$ cat src/rtl/pc_controller.sv
// -----------------------------------------------------------------------------
// pc_controller
// Program-counter sequencer for a simple in-order fetch front end. It walks a
// four-state machine (RST -> FETCH -> ISSUE -> FETCH ...). Instruction-memory
// timeouts divert through a one-cycle FAULT state to the trap vector.
//
// Ports
//   clk            in   1   single clock, rising-edge active
//   rst_n          in   1   synchronous active-low reset
//   imem_req       out  1   fetch request (high in FETCH)
//   imem_addr      out  32  fetch address (always the current pc)
//   imem_ack       in   1   fetch accepted and instruction returned
//   instr_valid    out  1   instruction available to datapath (high in ISSUE)
//   stall          in   1   datapath cannot consume the instruction
//   branch_req     in   1   taken-branch redirect request
//   branch_target  in   32  branch destination
//   jump_req       in   1   unconditional jump redirect request
//   jump_target    in   32  jump destination
//   trap_req       in   1   trap/exception redirect to TRAP_VEC
//   pc             out  32  current program counter (registered)
//   pc_sel         out  2   source of last pc update: 00 inc, 01 br, 10 jmp, 11 trap/fault
//   fault          out  1   one-cycle pulse on fetch timeout
// -----------------------------------------------------------------------------
module pc_controller #(
   parameter logic [31:0] RESET_PC = 32'h0000_0000,
   parameter logic [31:0] TRAP_VEC = 32'h0000_0100,
   parameter logic [31:0] PC_STEP  = 32'd1,
   parameter int unsigned TIMEOUT  = 8
) (
   input  logic        clk,
   input  logic        rst_n,
   output logic        imem_req,
   output logic [31:0] imem_addr,
   input  logic        imem_ack,
   output logic        instr_valid,
   input  logic        stall,
   input  logic        branch_req,
   input  logic [31:0] branch_target,
   input  logic        jump_req,
   input  logic [31:0] jump_target,
   input  logic        trap_req,
   output logic [31:0] pc,
   output logic [1:0]  pc_sel,
   output logic        fault
);

   typedef enum logic [1:0] {
      ST_RST   = 2'd0,
      ST_FETCH = 2'd1,
      ST_ISSUE = 2'd2,
      ST_FAULT = 2'd3
   } state_t;

   localparam logic [1:0] SEL_INC  = 2'b00;
   localparam logic [1:0] SEL_BR   = 2'b01;
   localparam logic [1:0] SEL_JMP  = 2'b10;
   localparam logic [1:0] SEL_TRAP = 2'b11;

   // Last wait-count value tolerated before the fetch is declared dead.
   localparam logic [7:0] WAIT_LAST = 8'(TIMEOUT - 1);

   state_t      r_state;
   state_t      w_next_state;
   logic [31:0] r_pc;
   logic [31:0] w_pc_nxt;
   logic [1:0]  r_pc_sel;
   logic [1:0]  w_pc_sel_nxt;
   logic [7:0]  r_wait;
   logic [7:0]  w_wait_nxt;

   // State, pc, pc_sel and wait-counter registers with synchronous reset.
   always_ff @(posedge clk) begin
      if (!rst_n) begin
         r_state  <= ST_RST;
         r_pc     <= RESET_PC;
         r_pc_sel <= SEL_INC;
         r_wait   <= 8'd0;
      end else begin
         r_state  <= w_next_state;
         r_pc     <= w_pc_nxt;
         r_pc_sel <= w_pc_sel_nxt;
         r_wait   <= w_wait_nxt;
      end
   end

   // Next-state and next-pc selection.
   always_comb begin
      w_next_state = r_state;
      w_pc_nxt     = r_pc;
      w_pc_sel_nxt = r_pc_sel;
      w_wait_nxt   = r_wait;
      case (r_state)
         ST_RST: begin
            // Any ack seen here belongs to a request from before reset.
            w_next_state = ST_FETCH;
            w_wait_nxt   = 8'd0;
         end
         ST_FETCH: begin
            if (trap_req) begin
               // Trap beats a same-cycle ack; refetch from the vector.
               w_pc_nxt     = TRAP_VEC;
               w_pc_sel_nxt = SEL_TRAP;
               w_wait_nxt   = 8'd0;
            end else if (imem_ack) begin
               w_next_state = ST_ISSUE;
               w_wait_nxt   = 8'd0;
            end else if (r_wait == WAIT_LAST) begin
               w_next_state = ST_FAULT;
               w_wait_nxt   = 8'd0;
            end else begin
               w_wait_nxt   = r_wait + 8'd1;
            end
         end
         ST_ISSUE: begin
            if (trap_req) begin
               // Trap applies even while stalled.
               w_pc_nxt     = TRAP_VEC;
               w_pc_sel_nxt = SEL_TRAP;
               w_next_state = ST_FETCH;
            end else if (stall) begin
               // Hold everything; branch/jump are not sampled while stalled.
               w_next_state = ST_ISSUE;
            end else if (jump_req) begin
               w_pc_nxt     = jump_target;
               w_pc_sel_nxt = SEL_JMP;
               w_next_state = ST_FETCH;
            end else if (branch_req) begin
               w_pc_nxt     = branch_target;
               w_pc_sel_nxt = SEL_BR;
               w_next_state = ST_FETCH;
            end else begin
               // 32-bit add wraps modulo 2^32 by construction.
               w_pc_nxt     = r_pc + PC_STEP;
               w_pc_sel_nxt = SEL_INC;
               w_next_state = ST_FETCH;
            end
         end
         ST_FAULT: begin
            w_pc_nxt     = TRAP_VEC;
            w_pc_sel_nxt = SEL_TRAP;
            w_next_state = ST_FETCH;
         end
         default: begin
            w_next_state = ST_RST;
         end
      endcase
   end

   // Moore output decode from the registered state.
   always_comb begin
      imem_req    = 1'b0;
      instr_valid = 1'b0;
      fault       = 1'b0;
      case (r_state)
         ST_RST: begin
            imem_req    = 1'b0;
         end
         ST_FETCH: begin
            imem_req    = 1'b1;
         end
         ST_ISSUE: begin
            instr_valid = 1'b1;
         end
         ST_FAULT: begin
            fault       = 1'b1;
         end
         default: begin
            imem_req    = 1'b0;
         end
      endcase
   end

   assign imem_addr = r_pc;
   assign pc        = r_pc;
   assign pc_sel    = r_pc_sel;

endmodule
$ cat config.mk
export PLATFORM = sky130hd
export DESIGN_NAME = pc_controller
export DESIGN_NICKNAME = d
export VERILOG_FILES = /design/src/rtl/pc_controller.sv
export SDC_FILE = /design/constraint.sdc
export NUM_CORES = 1
export LEC_CHECK = 0
export BUFFER_PORTS_ARGS = -buffer_cell sky130_fd_sc_hd__buf_4
export CORE_MARGIN = 2
export CORE_UTILIZATION = 41
export DETAILED_ROUTE_END_ITERATION = 12
export GPL_ROUTABILITY_DRIVEN = 1
export PLACE_DENSITY = 0.8
export RECOVER_POWER = 25
export SYNTH_ARGS = -nofsm -noshare
export SYNTH_HDL_FRONTEND = slang
export SYNTH_SLANG_ARGS = --single-unit
export TNS_END_PERCENT = 10
$ cat constraint.sdc
create_clock -name clk -period 6.4 [get_ports clk]
set_clock_uncertainty 0.2 [all_clocks]
set_input_delay 0.32 -clock clk [delete_from_list [all_inputs] [get_ports clk]]
set_output_delay 0.32 -clock clk [all_outputs]
set_load 0.1 [all_outputs]
**After elaboration in Yosys (flattened, before gate mapping)**

Cells that the tools add are included.

- Register bits after elaboration: 44
- Bits of input ports: 71
- Output and inout port bits: 69

- $add $sub $neg: 2
- Equal/unequal tests: 8
- Muxes and demuxes: 25
- Reduce and logical (&&, ||, !) cells: 6

Operators by type and width:

| cell | number |
|---|---|
| 32-bit two-way mux | 5 |
| 32-bit case mux with 3 select lines | 1 |
| 32-bit by 1-bit adder with 32-bit output (second input constant) | 1 |
| 8-bit two-way mux | 3 |
| 2-bit two-way mux | 9 |
| 8-bit case mux with 2 select lines | 1 |
| 2-bit case mux with 3 select lines | 2 |
| 8-bit by 1-bit adder with 8-bit output (second input constant) | 1 |
| 8-bit by 3-bit equality test with 1-bit output (second input constant) | 1 |
| 3-bit != test (second input constant) | 2 |
| 2-bit equality test (second input constant) | 2 |
| 1-bit two-way mux | 4 |
| 2-bit != test (second input constant) | 2 |
| 3-bit AND reduction | 1 |
| 3-bit nonzero test | 1 |
| 2-bit by 1-bit equality test with 1-bit output (second input constant) | 1 |
| 2-bit logical NOT | 1 |
| 2-bit AND reduction | 1 |
| 2-bit nonzero test | 1 |
| 2-bit OR reduction | 1 |

**Logic depth before layout (Yosys ltp)**

- Word-level depth: 6
- Depth in mapped cells: 9
- Mapped depth without buffers: 7

**Least setup slack after synthesis**

OpenSTA, ideal clock, no wires.

- Kind: reg-to-reg
- Start point: register r_pc[0] (netlist: imem_addr[0])
- End point: register r_pc[26] (netlist: imem_addr[26])
- Library setup time: 0.120 ns
- Arrival time: 2.704 ns
- Data required time: 6.080 ns
- Setup slack: 3.376 ns
- Stages on the path, launching flop included: 8
- Period minus slack after synthesis: 3.024 ns
- Cells stage by stage: dfxtp_1 -> ha_1 -> nand3_1 -> or4_1 -> buf_6 -> nor4_4 -> o21ai_1 -> a211o_1

- Word-level cells in the longest chain between the ends: 6

Ends and longest elaborated chain:

| item | RTL line | RTL |
|---|---|---|
| start: declaration | 64 | `logic [31:0] r_pc;` |
| start signal: assignment | 80 | `r_pc <= w_pc_nxt;` |
| 32-bit by 1-bit adder with 32-bit output | 133 | `w_pc_nxt = r_pc + PC_STEP;` |
| 32-bit two-way mux | 127 | `end else if (branch_req) begin` |
| 32-bit two-way mux | 123 | `end else if (jump_req) begin` |
| 32-bit two-way mux | 120 | `end else if (stall) begin` |
| 32-bit two-way mux | 115 | `if (trap_req) begin` |
| 32-bit case mux with 3 select lines | 92 | `case (r_state)` |

Every way passes these cells. The select of a mux whose other input is x is not followed.
A chain may end at the register's enable or synchronous reset.

**Worst setup path after layout**

- Start point: register r_state[1]
- End point: register r_pc[10] (netlist: imem_addr[10])

- Word-level cells in the longest chain between the ends: 3

Ends and longest elaborated chain:

| item | RTL line | RTL |
|---|---|---|
| start: declaration | 62 | `state_t r_state;` |
| start signal: assignment | 79 | `r_state <= w_next_state;` |
| 2-bit equality test or 2-bit by 1-bit equality test with 1-bit output (tied branches) | 92 |  |
| 3-bit != test (no source line) (tied with other cells) | - |  |
| 3-bit AND reduction (no source line) | - |  |

Parallel ways exist; a longest one is shown, timed or not.

==> impl_results.md <==
- Status: complete, no violations
- DR DRC count: 0
- Core ar.: 7770 um2
- Setup-failing EPs final: 0
- Final cell count without fillers: 617
- GP Congestion: a little under 0.9
- Count of warnings emitted by yosys: 0
- Async set or reset register ratio after synthesis: 0%
- Leakage power: roughly 1.7 nW
- Yosys cell types: 62
- Critical path peak fanout: 24
- Pre-CTS WS: about 3.1 ns
- Sequential share of the synthesized area: a little over a quarter
- Cell type with the largest total area after synthesis: dfxtp_1
- Layout cells sized above 1: about 27%
- Worst EP required: roughly 6.4 ns
- Synth Area per Inst: 7.83 um2
- Die Footprint: around 8800 um2
- Sw Pwr: 465 uW
- Worst setup margin: just over 3 ns
- Net count after synthesis: 500
- Global-route wire length before repair: around 17 mm
- CTS tree: yes
- WL final: roughly 11 mm
- Power Dens Cells: between 200 and 250 nW/um2
- Critical Path End Type: flip-flop
- Peak Freq: 302 MHz
- Switch share: about half
- Total I/O pin count: 140
- Antenna cells: 0
- Clock Sinks: 44
- Setup Total Neg Slack: 0 ns
- Final net count: just under 600
- Final Hold Viols: 0
- Vias in the first global route: around 3400
- RSZ-0062 raised after global routing: false
- # rows: 32
- Area growth syn-to-layout: 24.8%
- Post-DP HPWL: 7.81 mm
- Arrival @ worst endpoint: approximately 3.4 ns
- Vias/cell: 5.89
- Port Buffers: approximately 140
- Clock Path Buffers: 2
- Drt first-iter violations: ~200
- Most used flip-flop cell after synthesis: dfxtp_1
- Rel. slew slack: 18.9%
- Largest net degree at the start of global routing: 40
- VDD IR max: about 0.20 mV
- Clock Latency Late Sink: about 0.31 ns
- Synth top area cells: dfxtp_1 (27%), buf_4 (7.5%), o21ai_0 (6.2%)
- Final min period: around 3.3 ns
- Gate power share: between 40% and 50%
- Fin util: 53.2%
- Post-synth EDFFs: 0
- Crit start category: flip-flop
- Filler cells: 790
- Hold-fix buffers, CTS: 0
- Die Width: approximately 94 um
- Placed cells: approximately 610
- Die Height: between 90 and 100 um
- Root buffer cell: clkbuf_8
- Drt first pass iters: 4
- Worst Tran Pin Value: 1.22 ns
- #FFs+latches synth: 44
- Final Total Pwr: about 960 uW
- Clock Pin Slew Worst Setup and Hold Paths: ~0.09 ns
- H-tree depth: 2
- Syn Inst Count: around 420
- Initial Util: ~43%
- Worst Hold Class: primary input to flip-flop
- Synth top area share: roughly a quarter
- Post-Syn Area: roughly 3300 um2
- Internal power: a little under 500 uW
- Post-CTS setup buffer count: 0
- Final period utilization: approximately 52%
- Max-slew violation count: 0
- CTS Buf Count: 5
- Post-cts resize count: 0
- Vias: 3636
- Max Cap Viol: 0
- WL/cell: 17.3 um
- Post-DRT Antenna Nets: 0
- GRT overflow: 0
- Initial antenna violation count: 0
- All-Layer GR Usage: a little under a quarter
- Worst setup path category: flip-flop to flip-flop
- Clk pwr share: 19.9%
- Reg power frac: about 33%
-- area by class of cell --
cell class	count	area, um2	share of cell area [%]
Timing Repair Buffer	140	946	22.9
Inverter	15	56.3	1.36
Clock buffer	6	82.6	2.00
Clock inverter	2	10.0	0.242
Sequential cell	44	881	21.3
Tap cell	102	128	3.09
Multi-Input combinational cell	308	2030	49.1
-- worst paths after layout --
check	start	to	slack (ns)	cells after the start
min reg2reg	pc_sel[0]$_SDFFE_PN0P_	pc_sel[0]$_SDFFE_PN0P_	0.28	2
min	jump_target[5]	imem_addr[5]$_SDFFE_PN0P_	0.07	3
max	r_state[1]$_SDFFE_PN0P_	imem_addr[10]$_SDFFE_PN0P_	3.09	7
max reg2reg	r_state[1]$_SDFFE_PN0P_	imem_addr[10]$_SDFFE_PN0P_	3.09	7
-- synthesized netlist by cell type, drive strengths merged, types with 3 or more instances --
cell	count
a221oi	4
buf	36
a32oi	3
ha	6
xor2	4
a21oi	21
nand2b	5
o21ai	42
nor2b	3
a22oi	14
and3	8
nand3	12
inv	14
and4	3
xnor2	6
nor4	11
o31ai	5
o211ai	5
a221o	3
a31oi	7
dfxtp	44
or4	3
nand2	27
or3	4
mux2i	6
nor2	38
clkbuf	20
nor3	13
a22o	5
o221ai	4
nand3b	4
nand4	9
o22ai	7
-- state kept, by name (all words and copies together), names as in the netlist --
signal / count
r_state: 2
imem_addr: 32
r_wait: 8
pc_sel: 2
-- cell families (layout without fill, tap and decap cells) --
logic type / Yosys count / count (layout) / share of synthesized area [%]
compound gates: 136 / 136 / 28.1
xor+xnor: 10 / 10 / 2.64
fa+ha+maj: 6 / 6 / 2.27
buf+inv: 71 / 163 / 12.3
flops: 44 / 44 / 26.6
mux: 6 / 6 / 1.81
simple gates: 150 / 150 / 26.3
-- power groups by stage --
stage,logic (mW),clock network (mW),registers (mW)
3_5_place_dp,0.454,0,0.324
5_1_grt,0.475,0.201,0.322
3_3_place_gp,0.448,0,0.322
4_1_cts,0.455,0.192,0.318
2_1_floorplan,0.251,0,0.417
6_report,0.448,0.191,0.319
-- through the flow --
stage                     hold WS (ns)  cell area (um2)
final                           0.0720             4130
after global routing            0.0904             4130
after CTS                       0.0625             4240
after detailed placement         0.272             4150
after global placement           0.263             4150
after floorplan                  0.257             3310
-- placed cells by master (no fill, tap or decap), types with 4 or more instances in the layout --
cell / Yosys / layout
a21oi_1: 21 / 21
a221oi_1: 4 / 4
a22o_1: 5 / 5
a22oi_1: 14 / 14
a31oi_1: 7 / 7
and3_1: 8 / 8
buf_4: 33 / 112
clkbuf_1: 20 / 28
clkbuf_8: 0 / 6
dfxtp_1: 44 / 44
ha_1: 6 / 6
inv_1: 14 / 14
mux2i_1: 6 / 6
nand2_1: 27 / 27
nand2b_1: 5 / 5
nand3_1: 11 / 11
nand3b_1: 4 / 4
nand4_1: 8 / 8
nor2_1: 38 / 38
nor3_1: 11 / 11
nor4_1: 6 / 6
nor4_4: 4 / 4
o211ai_1: 5 / 5
o21ai_0: 41 / 41
o22ai_1: 7 / 7
o31ai_1: 5 / 5
or3_1: 4 / 4
xnor2_1: 6 / 6
xor2_1: 4 / 4
-- critical path: stages, from the launching register on --
cell and delay, ns:
dfxtp_1 0.39, inv_1 0.08, ha_1 0.33, nor4b_2 0.83, nand2_1 0.79, nor2_1 0.36
a21oi_1 0.10, o2bb2ai_1 0.17
-- routing by layer --
layer / routed length [um] / vias to the layer above / part of all wire (%) / GRT usage [%]
met2: 5070 / 163 / 47 / 40.7
met3: 871 / 16 / 8.1 / 3.93
met1: 4550 / 1712 / 42 / 30.7
met4: 209 / 0 / 2.0 / 7.25
met5: 0 / - / 0 / 0
li1: - / 1745 / - / -
Power figures use the tool's default switching activity.
